## src/rtl/camera_capture_v2.sv

```systemverilog
// OV7670 capture front end: pairs camera bytes into RGB444 pixels, skips settling
// frames, and emits linear frame-buffer writes plus per-frame completion/error status.
module camera_capture_v2 #(
  parameter int H_RES       = 640,
  parameter int V_RES       = 480,
  parameter int ADDR_W      = 19,
  parameter int SKIP_FRAMES = 2
) (
  input  logic              pclk,
  input  logic              rst_n,
  input  logic              vsync,
  input  logic              href,
  input  logic [7:0]        data,
  input  logic              capture_en,
  input  logic [1:0]        mode,
  output logic              wr_en,
  output logic [ADDR_W-1:0] pix_addr,
  output logic [11:0]       pix_data,
  output logic              frame_done,
  output logic              frame_err,
  output logic [15:0]       frame_cnt,
  output logic              busy
);

  localparam logic [ADDR_W:0] TOTAL_L   = (ADDR_W+1)'(H_RES * V_RES);
  localparam logic [15:0]     H_L       = 16'(H_RES);
  localparam logic [15:0]     V_L       = 16'(V_RES);
  localparam logic [15:0]     SKIP_LAST = (SKIP_FRAMES > 0) ? 16'(SKIP_FRAMES - 1) : 16'd0;

  typedef enum logic [1:0] {S_IDLE, S_SKIP, S_ARMED, S_CAPTURE} state_t;

  function automatic logic [11:0] to_rgb444(input logic [1:0] m, input logic [7:0] b0,
                                            input logic [7:0] b1);
    case (m)
      2'd1:    return {b0[3:0], b1[7:4], b1[3:0]};
      2'd2:    return {3{b0[7:4]}};
      default: return {b0[7:4], b0[2:0], b1[7], b1[4:1]};
    endcase
  endfunction

  state_t            state_q, state_d;
  logic [15:0]       skip_cnt_q, skip_cnt_d;
  logic              vsync_q, href_q;
  logic              phase_q, phase_d;
  logic [7:0]        b0_q, b0_d;
  logic [1:0]        mode_q, mode_d;
  logic [ADDR_W:0]   addr_q, addr_d;
  logic [15:0]       pix_cnt_q, pix_cnt_d;
  logic [15:0]       line_cnt_q, line_cnt_d;
  logic              err_q, err_d;
  logic              wr_en_q, wr_en_d;
  logic [ADDR_W-1:0] pix_addr_q, pix_addr_d;
  logic [11:0]       pix_data_q, pix_data_d;
  logic              frame_done_q, frame_done_d;
  logic              frame_err_q, frame_err_d;
  logic [15:0]       frame_cnt_q, frame_cnt_d;
  logic              pend_q, pend_d;
  logic              pend_err_q, pend_err_d;
  logic              vs_rise, vs_fall, fin_err;

  assign vs_rise = vsync & ~vsync_q;
  assign vs_fall = ~vsync & vsync_q;

  always_comb begin
    state_d      = state_q;
    skip_cnt_d   = skip_cnt_q;
    phase_d      = phase_q;
    b0_d         = b0_q;
    mode_d       = mode_q;
    addr_d       = addr_q;
    pix_cnt_d    = pix_cnt_q;
    line_cnt_d   = line_cnt_q;
    err_d        = err_q;
    wr_en_d      = 1'b0;
    pix_addr_d   = pix_addr_q;
    pix_data_d   = pix_data_q;
    frame_done_d = 1'b0;
    frame_err_d  = 1'b0;
    frame_cnt_d  = frame_cnt_q;
    pend_d       = 1'b0;
    pend_err_d   = pend_err_q;
    fin_err      = 1'b0;

    // A frame whose last pixel landed on the vsync-rise cycle reports one cycle later.
    if (pend_q) begin
      frame_done_d = 1'b1;
      frame_err_d  = pend_err_q;
      frame_cnt_d  = frame_cnt_q + 16'd1;
    end

    case (state_q)
      S_IDLE: begin
        if (capture_en && vs_rise) begin
          skip_cnt_d = 16'd0;
          state_d    = (SKIP_FRAMES > 0) ? S_SKIP : S_ARMED;
        end
      end
      S_SKIP: begin
        if (!capture_en) state_d = S_IDLE;
        else if (vs_rise) begin
          if (skip_cnt_q == SKIP_LAST) state_d = S_ARMED;
          else skip_cnt_d = skip_cnt_q + 16'd1;
        end
      end
      S_ARMED: begin
        if (vs_fall) begin
          state_d    = S_CAPTURE;
          mode_d     = (mode == 2'd3) ? 2'd0 : mode;
          addr_d     = '0;
          pix_cnt_d  = 16'd0;
          line_cnt_d = 16'd0;
          phase_d    = 1'b0;
          err_d      = 1'b0;
        end
      end
      S_CAPTURE: begin
        if (href) begin
          if (!phase_q) begin
            b0_d    = data;
            phase_d = 1'b1;
          end else begin
            phase_d = 1'b0;
            if (addr_q < TOTAL_L && pix_cnt_q < H_L) begin
              wr_en_d    = 1'b1;
              pix_addr_d = addr_q[ADDR_W-1:0];
              pix_data_d = to_rgb444(mode_q, b0_q, data);
              addr_d     = addr_q + 1'b1;
              pix_cnt_d  = pix_cnt_q + 16'd1;
            end else begin
              err_d = 1'b1;
            end
          end
        end else begin
          phase_d = 1'b0;
          if (phase_q) err_d = 1'b1;
        end
        if (href_q && !href) begin
          if (pix_cnt_q != H_L) err_d = 1'b1;
          line_cnt_d = (line_cnt_q == 16'hFFFF) ? line_cnt_q : line_cnt_q + 16'd1;
          pix_cnt_d  = 16'd0;
        end
        if (vs_rise) begin
          phase_d = 1'b0;
          fin_err = err_d | (line_cnt_d != V_L);
          if (wr_en_d) begin
            pend_d     = 1'b1;
            pend_err_d = fin_err;
          end else begin
            frame_done_d = 1'b1;
            frame_err_d  = fin_err;
            frame_cnt_d  = frame_cnt_q + 16'd1;
          end
          state_d = capture_en ? S_ARMED : S_IDLE;
        end
      end
      default: state_d = S_IDLE;
    endcase
  end

  always_ff @(posedge pclk or negedge rst_n) begin
    if (!rst_n) begin
      state_q      <= S_IDLE;
      skip_cnt_q   <= 16'd0;
      vsync_q      <= 1'b0;
      href_q       <= 1'b0;
      phase_q      <= 1'b0;
      b0_q         <= 8'd0;
      mode_q       <= 2'd0;
      addr_q       <= '0;
      pix_cnt_q    <= 16'd0;
      line_cnt_q   <= 16'd0;
      err_q        <= 1'b0;
      wr_en_q      <= 1'b0;
      pix_addr_q   <= '0;
      pix_data_q   <= 12'd0;
      frame_done_q <= 1'b0;
      frame_err_q  <= 1'b0;
      frame_cnt_q  <= 16'd0;
      pend_q       <= 1'b0;
      pend_err_q   <= 1'b0;
    end else begin
      state_q      <= state_d;
      skip_cnt_q   <= skip_cnt_d;
      vsync_q      <= vsync;
      href_q       <= href;
      phase_q      <= phase_d;
      b0_q         <= b0_d;
      mode_q       <= mode_d;
      addr_q       <= addr_d;
      pix_cnt_q    <= pix_cnt_d;
      line_cnt_q   <= line_cnt_d;
      err_q        <= err_d;
      wr_en_q      <= wr_en_d;
      pix_addr_q   <= pix_addr_d;
      pix_data_q   <= pix_data_d;
      frame_done_q <= frame_done_d;
      frame_err_q  <= frame_err_d;
      frame_cnt_q  <= frame_cnt_d;
      pend_q       <= pend_d;
      pend_err_q   <= pend_err_d;
    end
  end

  assign wr_en      = wr_en_q;
  assign pix_addr   = pix_addr_q;
  assign pix_data   = pix_data_q;
  assign frame_done = frame_done_q;
  assign frame_err  = frame_err_q;
  assign frame_cnt  = frame_cnt_q;
  assign busy       = (state_q == S_SKIP) || (state_q == S_CAPTURE);

endmodule
```

## config.mk

```make
export PLATFORM = sky130hd
export DESIGN_NAME = camera_capture_v2
export DESIGN_NICKNAME = d
export VERILOG_FILES = /design/src/rtl/camera_capture_v2.sv
export SDC_FILE = /design/constraint.sdc
export NUM_CORES = 1
export LEC_CHECK = 0
export BUFFER_PORTS_ARGS = -buffer_cell sky130_fd_sc_hd__buf_2
export CAP_MARGIN = 20
export CELL_PAD_IN_SITES_DETAIL_PLACEMENT = 1
export CELL_PAD_IN_SITES_GLOBAL_PLACEMENT = 2
export CORE_UTILIZATION = 37
export DETAILED_ROUTE_END_ITERATION = 8
export PLACE_DENSITY_LB_ADDON = 0.08
export SYNTH_ARGS = -nofsm -noshare
export SYNTH_HDL_FRONTEND = slang
export SYNTH_SLANG_ARGS = --single-unit
```

## constraint.sdc

```tcl
create_clock -name pclk -period 3 [get_ports pclk]
set_clock_uncertainty 0.05 [all_clocks]
set_input_delay 0.6 -clock pclk [delete_from_list [all_inputs] [get_ports pclk]]
set_output_delay 0.6 -clock pclk [all_outputs]
set_load 0.02 [all_outputs]
```

==> run metrics <==
1st-pass router iterations 5; Die Area between 15,000 and 20,000 µm²; sequential share of the synthesized area between 50% and 60%; number of synthesized flops with an enable pin 0; FFs w/ async S/R, synth 100.0%; I/O Buffers 65; post-layout power ~5.6 mW; hpwl dp about 12,000 µm; CP Launch Type register; Bufs on Longest Clock Path 2; max_slew headroom 49.55%; largest net degree at the start of global routing 58; Unique masters post-synth 60; worst path arrival time approximately 2900 ps; Worst Setup End Kind register; number of global-route vias before repair approximately 5,700; CORE AREA about 17,000 µm²; Slew Viols, Final 0; io pins between 60 and 70; RePlAce Congestion 0.8110; multiplexer share of the synthesized area under 10%; RSZ-0062 raised after global routing no; post-synthesis compound-gate area fraction roughly an eighth; # setup viols final 0; count leader, synth dfrtp_1; setup TNS 0 ps; Pwr Density between 700 and 800 nW/µm²; final instance area slightly below 8000 µm²; hold_buf cts 0; Tcrit/Tclk final around 89%; Core Rows 48; actual slew at the worst max-slew pin 749.8 ps; htree depth 4; CP Cell Sequence ha_1 > and4_1 > and2_2 > a21oi_1 > nand3b_1 > a2111oi_4 > a31oi_1; PostCTS Resize Cnt 0; status finished, final reports clean; VDD IR max 0.4228 mV; Yosys warning count 0; Fmax about 370 MHz; leading area contributor after synthesis dfrtp_1; grt ovf 0; Synth top area share 51.01%; Layout Nets roughly 800; Synthesized Nets 722; cell count after synthesis between 600 and 700; diode count 0; largest family of logic cells by synthesized area simple AND/OR/NAND/NOR gates; GRT Overall Usage between 20 and 25%; Top delay family on crit path compound AO/OA/AOI/OAI gates; simple-gate share of the synthesized area 23.87%; CTS sink count around 140; crit path buf inv count 0; Residual DRC 0; fin crit period about 2700 ps; xor/xnor share of the synthesized area under 10%; setup bufs post-CTS 0; Synth area leaders dfrtp_1, nand2_1, o21ai_0; Max stage delay on crit path 470 ps; antenna viol nets, final 0; Max Cap Viol 0; DR vias/cell 5.433; Vias 5,460; synthesized area 6671 µm²; Total Wirelength between 15,000 and 20,000 µm; wire length per cell about 17 µm; Post-Synth Adder-Cell Area between 1.5 and 2%; CTS buffer count 17; Root Driver clkbuf_16; DRT iter0 DRCs between 200 and 250; Skew-Pair Late Insertion Delay 420 ps; first-pass GRT wire length approximately 30,000 µm; initial antenna violation count 0; die width about 140 µm; Starting Density roughly two fifths; Post-synth top cells dfrtp_1, nand2_1, nor2_1; Seq cells post-synth between 100 and 150; Worst path slowest cell dfrtp_1; Layout area overhead 18.55%; syn avg cell area about 9.6 µm²; Hold Crit Class primary input to async pin; Die Ht about 140 µm; final hold vios 0; Cell Area, Placed ~7300 µm²; critical path required time 3240 ps; worst-path maximum fanout 8; CTS tree built; Lkg Pwr around 3.8 nW; share of cells above drive strength 1 17.18%; Crit Path Class register to register; Most used DFF post-synth dfrtp_1; clk slew on worst S/H paths 60 ps
[flip-flops by register name (all words and copies together) (netlist names), 8 cells and up, named ones only]
name and count:
frame_cnt 16, pix_addr 19, pix_cnt_q 16, pix_data 12, line_cnt_q 16, addr_q 20
b0_q 8, skip_cnt_q 16
[worst register-to-register path: cells and delay by family (launching register included)]
kind / cells / cell delay, ps
DFF: 1 / 470
AOI/OAI and AO/OA: 3 / 930
adders and majority gates: 1 / 260
and+or+nand+nor: 3 / 820
[per-layer routing]
layer,wire length [µm],vias to the layer above,track usage (%)
li1,-,2606,-
met1,8040,2762,25.91
met2,8338,71,33.47
met3,508,21,3.803
met4,259,0,7.840
met5,0,-,0
[final timing paths]
path	startpoint	endpoint	slack, ps	depth (start not counted)
max in group asynchronous	rst_n	skip_cnt_q[1]	2080	2
worst max-delay path	line_cnt_q[0]	pend_err_q	320	7
worst min-delay path	rst_n	skip_cnt_q[4]	80	1
worst max register to register	line_cnt_q[0]	pend_err_q	320	7
min in group pclk	vsync	vsync_q	290	1
worst min register to register	pix_addr[10]	pix_addr[10]	420	2
[cell usage in the layout, fill, tap and decap left out, types with 3 or more instances in the layout]
cell       Yosys  final
nand3b_1       6      6
nand3_1       24     24
xnor2_1       26     26
mux2_2        11     11
a41oi_1        4      4
or3_1          5      5
nand2b_1       5      5
buf_2          6     64
and3_1        14     14
nand2_1      109    109
and4_1        11     11
a221oi_1       4      4
inv_1         13     13
clkinv_2       0      3
o31ai_1        8      8
a31oi_1       11     11
ha_1           9      9
clkbuf_16      0     17
nor3_1        12     12
bufinv_16      0      4
and2_1         6      6
dfrtp_1      136    136
a22oi_1        8      8
a21oi_1       26     26
a22o_1         4      4
clkinv_4       0      3
nor4_1         9      9
nor2b_1       11     11
nor2_1        66     66
nand4_1       20     20
xor2_1        17     17
o21ai_0       54     54
buf_4          1     14
nor3b_1        3      3
[area by class of cell]
type	instances	area (µm²)
repair buffers	80	456.7
well taps	225	281.5
fillers	2017	9568
multi-input cells	518	3084
clock inverters	11	170.2
flip-flops and latches	136	3403
inverters	14	52.55
clock buffers	21	460.4
[kinds of logic (layout without fill, tap and decap cells)]
group | after synthesis | in the layout
multiplexers | 13 | 13
buffers and inverters | 44 | 126
flip-flops | 136 | 136
AO/OA/AOI/OAI | 136 | 136
AND/OR/NAND/NOR | 317 | 317
XOR/XNOR | 43 | 43
adder cells (fa/ha/maj) | 9 | 9
[power breakdown]
part | internal (mW) | total (mW) | switching, mW | leakage [nW]
sequential | 2.04 | 2.26 | 0.216 | 1.86
clock | 1.44 | 2.26 | 0.819 | 0.311
combinational | 0.383 | 1.09 | 0.711 | 1.59
total | 3.86 | 5.61 | 1.75 | 3.76
[through the flow]
| step | instances | setup WS (ps) | utilization, % | hold WS (ps) |
|---|---|---|---|---|
| final | 1005 | 324.5 | 45.25 | 83.99 |
| after global routing | 1005 | 169.8 | 45.25 | 128.3 |
| after CTS | 1005 | 345.8 | 45.25 | 104.8 |
| after detailed placement | 973 | 203.5 | 41.65 | 408.9 |
| after global placement | 973 | 315.5 | 41.65 | 403.1 |
| after floorplan | 698 | 696.8 | - | 254.4 |
Power figures use the tool's default switching activity.
